**src/rtl/multi_ch_step_stim_if.sv**
```systemverilog
// rtl/multi_ch_step_stim_if.sv - control and channel bus of the step/square stimulus engine
interface multi_ch_step_stim_if #(
  parameter int N_CH  = 4,
  parameter int WIDTH = 18
);
  logic                    start;
  logic                    mode;
  logic signed [WIDTH-1:0] amp;
  logic [N_CH*WIDTH-1:0]   v_out;
  logic [N_CH*WIDTH-1:0]   v_in;
  logic                    busy;
  logic [N_CH-1:0]         settled;
  logic                    done;
  logic                    timeout;

  modport master (
    output start, mode, amp, v_out,
    input  v_in, busy, settled, done, timeout
  );

  modport slave (
    input  start, mode, amp, v_out,
    output v_in, busy, settled, done, timeout
  );
endinterface

```
**src/rtl/multi_ch_step_stim.sv**
```systemverilog
// rtl/multi_ch_step_stim.sv - multi-channel step/square stimulus with per-channel settle detect
// Square mode is compiled only when MULTI_CH_STIM_SQUARE_EN is defined; otherwise every run is step mode.
module multi_ch_step_stim #(
  parameter int N_CH          = 4,
  parameter int WIDTH         = 18,
  parameter int TOL           = 64,
  parameter int SETTLE_CYCLES = 16,
  parameter int MAX_CYCLES    = 4096,
  parameter int HALF_PERIOD   = 256,
  parameter int N_PERIODS     = 4
) (
  input logic                clk,
  input logic                rst,
  multi_ch_step_stim_if.slave bus
);
  localparam logic [1:0] S_IDLE  = 2'd0;
  localparam logic [1:0] S_DRIVE = 2'd1;
  localparam logic [1:0] S_DONE  = 2'd2;

  localparam int              SCW      = $clog2(SETTLE_CYCLES + 1);
  localparam logic [SCW-1:0]  SC_MAX   = SCW'(SETTLE_CYCLES);
  localparam logic [31:0]     MAX_LAST = 32'(MAX_CYCLES - 1);
  localparam logic [31:0]     SQ_LAST  = 32'(2 * HALF_PERIOD * N_PERIODS - 1);

  logic [1:0]              state;
  logic signed [WIDTH-1:0] amp_q;
  logic [31:0]             cyc;
  logic [SCW-1:0]          cnt [N_CH];
  logic [N_CH-1:0]         in_tol;
  logic [N_CH*WIDTH-1:0]   v_in_q;
  logic                    busy_q;
  logic [N_CH-1:0]         settled_q;
  logic                    done_q;
  logic                    timeout_q;

  assign bus.v_in    = v_in_q;
  assign bus.busy    = busy_q;
  assign bus.settled = settled_q;
  assign bus.done    = done_q;
  assign bus.timeout = timeout_q;

  // One extra bit on the error keeps v_out - amp exact over the full signed range.
  for (genvar g = 0; g < N_CH; g++) begin : g_ch
    logic signed [WIDTH-1:0] vo;
    logic signed [WIDTH:0]   err;
    logic [WIDTH:0]          mag;
    assign vo         = bus.v_out[g*WIDTH +: WIDTH];
    assign err        = {vo[WIDTH-1], vo} - {amp_q[WIDTH-1], amp_q};
    assign mag        = err[WIDTH] ? -err : err;
    assign in_tol[g]  = 32'(mag) <= 32'(TOL);
  end

`ifdef MULTI_CH_STIM_SQUARE_EN
  localparam int              PW      = $clog2(HALF_PERIOD + 1);
  localparam logic [PW-1:0]   HP_LAST = PW'(HALF_PERIOD - 1);
  localparam logic signed [WIDTH-1:0] AMP_MIN = {1'b1, {(WIDTH-1){1'b0}}};
  localparam logic signed [WIDTH-1:0] AMP_MAX = {1'b0, {(WIDTH-1){1'b1}}};

  logic                    sq_q;
  logic [PW-1:0]           ph;
  logic                    neg;
  logic signed [WIDTH-1:0] amp_neg;

  assign amp_neg = (amp_q == AMP_MIN) ? AMP_MAX : -amp_q;
`else
  logic unused_sq;
  assign unused_sq = bus.mode ^ SQ_LAST[0];
`endif

  always_ff @(posedge clk) begin
    if (rst) begin
      state     <= S_IDLE;
      amp_q     <= '0;
      cyc       <= '0;
      v_in_q    <= '0;
      busy_q    <= 1'b0;
      settled_q <= '0;
      done_q    <= 1'b0;
      timeout_q <= 1'b0;
      for (int k = 0; k < N_CH; k++) cnt[k] <= '0;
`ifdef MULTI_CH_STIM_SQUARE_EN
      sq_q      <= 1'b0;
      ph        <= '0;
      neg       <= 1'b0;
`endif
    end else begin
      done_q <= 1'b0;
      case (state)
        S_IDLE: begin
          if (bus.start) begin
            state     <= S_DRIVE;
            amp_q     <= bus.amp;
            cyc       <= '0;
            v_in_q    <= {N_CH{bus.amp}};
            busy_q    <= 1'b1;
            settled_q <= '0;
            timeout_q <= 1'b0;
            for (int k = 0; k < N_CH; k++) cnt[k] <= '0;
`ifdef MULTI_CH_STIM_SQUARE_EN
            sq_q      <= bus.mode;
            ph        <= '0;
            neg       <= 1'b0;
`endif
          end
        end
        S_DRIVE: begin
          cyc <= cyc + 1'b1;
`ifdef MULTI_CH_STIM_SQUARE_EN
          if (sq_q) begin
            if (ph == HP_LAST) begin
              ph     <= '0;
              neg    <= ~neg;
              v_in_q <= {N_CH{neg ? amp_q : amp_neg}};
            end else begin
              ph <= ph + 1'b1;
            end
            if (cyc == SQ_LAST) begin
              state  <= S_DONE;
              done_q <= 1'b1;
              busy_q <= 1'b0;
              v_in_q <= '0;
            end
          end else
`endif
          begin
            for (int k = 0; k < N_CH; k++) begin
              if (in_tol[k]) begin
                if (cnt[k] != SC_MAX) cnt[k] <= cnt[k] + 1'b1;
                if (cnt[k] == SC_MAX - 1'b1) settled_q[k] <= 1'b1;
              end else begin
                cnt[k] <= '0;
              end
            end
            // Registered settled flags decide the exit, so all-settled beats a coincident timeout.
            if (&settled_q) begin
              state  <= S_DONE;
              done_q <= 1'b1;
              busy_q <= 1'b0;
              v_in_q <= '0;
            end else if (cyc == MAX_LAST) begin
              state     <= S_DONE;
              done_q    <= 1'b1;
              busy_q    <= 1'b0;
              v_in_q    <= '0;
              timeout_q <= 1'b1;
            end
          end
        end
        S_DONE:  state <= S_IDLE;
        default: state <= S_IDLE;
      endcase
    end
  end
endmodule

```
**src/flat_wrapper.sv**
```systemverilog
// flat-port wrapper written by rule: the top's interface ports become plain ports
module multi_ch_step_stim_flat 
#(
  parameter int N_CH          = 4,
  parameter int WIDTH         = 18,
  parameter int TOL           = 64,
  parameter int SETTLE_CYCLES = 16,
  parameter int MAX_CYCLES    = 4096,
  parameter int HALF_PERIOD   = 256,
  parameter int N_PERIODS     = 4
)
  (clk, rst, bus_start, bus_mode, bus_amp, bus_v_out, bus_v_in, bus_busy, bus_settled, bus_done, bus_timeout);
  multi_ch_step_stim_if #(.N_CH(N_CH), .WIDTH(WIDTH)) bus_i ();
  input logic clk;
  input logic rst;
  input wire logic [$bits(bus_i.start)-1:0] bus_start;
  input wire logic [$bits(bus_i.mode)-1:0] bus_mode;
  input wire logic [$bits(bus_i.amp)-1:0] bus_amp;
  input wire logic [$bits(bus_i.v_out)-1:0] bus_v_out;
  output wire logic [$bits(bus_i.v_in)-1:0] bus_v_in;
  output wire logic [$bits(bus_i.busy)-1:0] bus_busy;
  output wire logic [$bits(bus_i.settled)-1:0] bus_settled;
  output wire logic [$bits(bus_i.done)-1:0] bus_done;
  output wire logic [$bits(bus_i.timeout)-1:0] bus_timeout;
  assign bus_i.start = bus_start;
  assign bus_i.mode = bus_mode;
  assign bus_i.amp = bus_amp;
  assign bus_i.v_out = bus_v_out;
  assign bus_v_in = bus_i.v_in;
  assign bus_busy = bus_i.busy;
  assign bus_settled = bus_i.settled;
  assign bus_done = bus_i.done;
  assign bus_timeout = bus_i.timeout;
  multi_ch_step_stim #(.N_CH(N_CH), .WIDTH(WIDTH), .TOL(TOL), .SETTLE_CYCLES(SETTLE_CYCLES), .MAX_CYCLES(MAX_CYCLES), .HALF_PERIOD(HALF_PERIOD), .N_PERIODS(N_PERIODS)) u_core (.clk(clk), .rst(rst), .bus(bus_i));
endmodule
```
**config.mk**
```make
export PLATFORM = sky130hd
export DESIGN_NAME = multi_ch_step_stim_flat
export DESIGN_NICKNAME = d
export VERILOG_FILES = /design/src/rtl/multi_ch_step_stim_if.sv /design/src/rtl/multi_ch_step_stim.sv /design/src/flat_wrapper.sv
export SDC_FILE = /design/constraint.sdc
export NUM_CORES = 1
export LEC_CHECK = 0
export ABC_AREA = 1
export CAP_MARGIN = 0
export CORE_ASPECT_RATIO = 0.7
export CORE_MARGIN = 2
export CORE_UTILIZATION = 61
export CTS_BUF_LIST = sky130_fd_sc_hd__clkbuf_2
export CTS_CLUSTER_SIZE = 12
export DETAILED_ROUTE_END_ITERATION = 7
export PLACE_DENSITY = 0.9
export SLEW_MARGIN = 10
export SYNTH_ARGS = -nofsm -noshare
export SYNTH_HDL_FRONTEND = slang
export SYNTH_SLANG_ARGS = --single-unit
```
**constraint.sdc**
```tcl
create_clock -name clk -period 9 [get_ports clk]
set_input_delay 1.35 -clock clk [delete_from_list [all_inputs] [get_ports clk]]
set_output_delay 1.35 -clock clk [all_outputs]
set_load 0.03 [all_outputs]
```
==> out/qor.yml <==
timing:
  fin_hold_ws_ns: 0.4860
  fmax_mhz: 219.3
  hold_viol: 0
  fin_crit_ns: 4.559
  maxSlewViolCount: 0
  fin_crit_sh: 0.5066
  setup_violations: 0
  finalSetupTns_ns: 0
  rsz0062_at_grt: "no"
  tightest_slew_ns: 0.8657
  slew_headroom: 0.4215
  skew_ns: 0.03946
clocking:
  clock-root-buffer: "clkbuf_2"
  clk_path_buf_depth: 2
  cts_resized: 0
  clock_latency_ns: 0.60
  htree_levels: 3
  cts_tree: "yes"
  cts.sinks: 97
  cts_hold_buf: 0
  cts_buffers: 9
  cts_setup_buffers: 0
  clk_pin_slew_ns: 0.26
setup_path:
  timing.rr.end: "u_core.cnt[1][8]$_SDFFCE_PP0P_"
  cp_common_cell: "nand2_1"
  path_cells: "clkdlybuf4s50_1 -> inv_1 -> ha_1 -> inv_1 -> fa_1 -> xor2_1 -> nor3b_1 -> nand3_1 -> nor2_1 -> nand2_1 -> nor3_4 -> nand3_2 -> o21ai_2 -> nand2_1 -> nand2_1 -> nand2_1 -> nor2_1 -> nand3_2 -> nand3_1"
  worstSetupPathType: "in2reg"
  slowest_stage: "fa_1"
  reg2reg_from: "u_core.amp_q[0]$_SDFFE_PP0P_"
  r2r_slack_ns: 4.86
  required_ns: 9.31
  path_buf_inv: 3
  worstPathMaxFanout: 6
  startpoint_type: "input pin"
  crit_path_max_incr_delay_ns: 0.48
  crit_family: "simple AND/OR/NAND/NOR gates"
  r2r_cells: 17
  worst_setup_path_end_kind: "register"
  arrival_ns: 4.87
synth:
  yosysTopAreaCellShare: 0.1648
  synth_top_family_by_area: "simple AND/OR/NAND/NOR gates"
  synth-adder-area-share: 0.1078
  syn_nets: 1894
  synth_cells: 1711
  ys_ff_latch: 97
  synth-simple-area-share: 0.3834
  async_flop_share: 0
  yosysSeqAreaShare: 0.1971
  synthTopCellsByArea: "nand2_1 (16%), dfxtp_1 (15%), ha_1 (10%), inv_1 (7.9%), nand3_1 (7.3%)"
  synth.cell_area_um2: 10610
  synth_cell_type_count: 55
  syn_area_per_cell_um2: 6.203
  synth_edf_count: 15
  yosysMostFrequentCell: "nand2_1"
  synthMuxAreaShare: 0
  yosys.area.top_type: "nand2_1"
  synth-xor-area-share: 0.05765
  ys.flop_type: "dfxtp_1"
  synth_common_cells: "nand2_1 (466), inv_1 (224), nor2_1 (171), nand3_1 (154), a21oi_1 (95)"
  yosys_warnings: 0
  synth_compound_area_frac: 0.1236
grt:
  grt_pass1_wl_um: 49300
  grt_max_degree: 29
  grt_use_total: 0.3251
  globalRoute.totalOverflow: 0
  antenna_found_initial: 1
  first_global_vias: 10630
power_and_ir_drop:
  ir_drop_mv: 0.06944
  powerDensity_nw_per_um2: 132.7
  p_leak_nw: 5.625
detailed_routing:
  first_iter_violations: 874
  wl_met2_um: 13400
  wl_met1_um: 13230
  final_antenna_net_count: 0
  drc_errors: 0
  vias: 11540
  avgViaCountPerCell: 5.612
  wl_met3_um: 2758
  wirelength_um: 30110
  dr.pass1.iters: 8
  drt-wirelength-per-cell_um: 14.64
  dr.max_layer_used: "met4"
final_layout:
  drive_above_1_share: 0.04877
  fin_nets: 2003
  multi_input_area_um2: 7138
  regArea_um2: 2092
  syn2layout_area_growth_pct: 15.61
  fin_area_um2: 12270
  num-fill-cells: 1432
hold_path:
  hold_path.startpoint: "u_core.cnt[1][0]$_SDFFE_PP0P_"
  hp-class: "reg2reg"
  worstHoldEndpoint: "u_core.cnt[1][0]$_SDFFE_PP0P_"
  hold_depth: 1
placed_design:
  postPlaceCellArea_um2: 12130
  gp_congestion: 0.9686
  numPortBuffers: 171
  hpwlAfterDp_um: 23660
run_status:
  status: "finished, final reports clean"
floorplan:
  rows: 40
  die_y_um: 114.4
  ios: 173
  initial_core_util: 0.6200
  die_area_um2: 18490
  coreArea_um2: 17120
  dieWidth_um: 161.7
job:
  cap_violations: 0
[worst max-delay path by stage]
stage / startpoint / end / cells after the start
floorplan: bus_v_out[54] / u_core.cnt[1][5]$_SDFFCE_PP0P_ / 18
global placement: bus_v_out[54] / u_core.cnt[1][5]$_SDFFCE_PP0P_ / 19
detailed placement: bus_v_out[54] / u_core.cnt[1][5]$_SDFFCE_PP0P_ / 19
CTS: bus_v_out[54] / u_core.cnt[1][8]$_SDFFCE_PP0P_ / 19
global route: bus_v_out[54] / u_core.cnt[1][6]$_SDFFCE_PP0P_ / 19
finish: bus_v_out[54] / u_core.cnt[1][8]$_SDFFCE_PP0P_ / 19
[per-stage QoR]
stage	instances	worst slack [ns]	utilization	power [mW]
floorplan	1711	4.810	-	1.162
global placement	2040	4.003	0.7086	1.341
detailed placement	2040	3.873	0.7086	1.373
CTS	2056	4.562	0.7167	1.610
global route	2057	4.173	0.7168	1.750
finish	2057	4.441	0.7168	1.628
[power by group]
group / internal (mW) / switching [mW] / total, mW
clock: 0.0923 / 0.149 / 0.241
sequential: 0.463 / 0.0179 / 0.481
combinational: 0.325 / 0.581 / 0.906
[cells by family (layout without fill, tap and decap cells)]
kind of cell / after synthesis / in the layout
XOR/XNOR: 69 / 69
AO/OA/AOI/OAI: 228 / 228
adder cells (fa/ha/maj): 89 / 89
other: 0 / 1
buffers and inverters: 308 / 422
flip-flops: 97 / 97
AND/OR/NAND/NOR: 920 / 920
[registers in the layout, summed over array words and instances (netlist names), 2 cells and up]
register	count
u_core.cyc	32
u_core.cnt	20
u_core.bus.settled	4
u_core.state	2
u_core.bus.v_in	18
u_core.amp_q	18
[area by class of cell]
cell class                      instances  area share
Tap cell                              231     0.02356
Sequential cell                        97      0.1705
Antenna cell                            1   0.0002040
Timing Repair Buffer                  175      0.1420
Inverter                              231     0.07067
Multi-Input combinational cell       1306      0.5818
Clock buffer                            9    0.003671
Clock inverter                          7    0.007648
[metal layers]
layer | up-vias | GRT usage
met5 | - | 0
met4 | 0 | 0.09381
met3 | 54 | 0.04781
met2 | 521 | 0.5504
met1 | 5198 | 0.4345
li1 | 5771 | -
[layout by cell type, fill, tap and decap left out, types with 16 or more instances in the layout]
| cell type | netlist | routed |
|---|---|---|
| inv_1 | 224 | 224 |
| nor3_1 | 16 | 16 |
| nor2_1 | 171 | 170 |
| xor2_1 | 47 | 47 |
| nand3_1 | 154 | 154 |
| nand4_1 | 28 | 28 |
| nand2_1 | 466 | 466 |
| xnor2_1 | 21 | 21 |
| o22ai_1 | 17 | 17 |
| ha_1 | 85 | 85 |
| dfxtp_1 | 82 | 82 |
| clkdlybuf4s50_1 | 0 | 171 |
| a21oi_1 | 95 | 95 |
| nor2_2 | 15 | 16 |
| o21ai_0 | 52 | 52 |
Note: power is estimated with default switching activity, not from simulation.
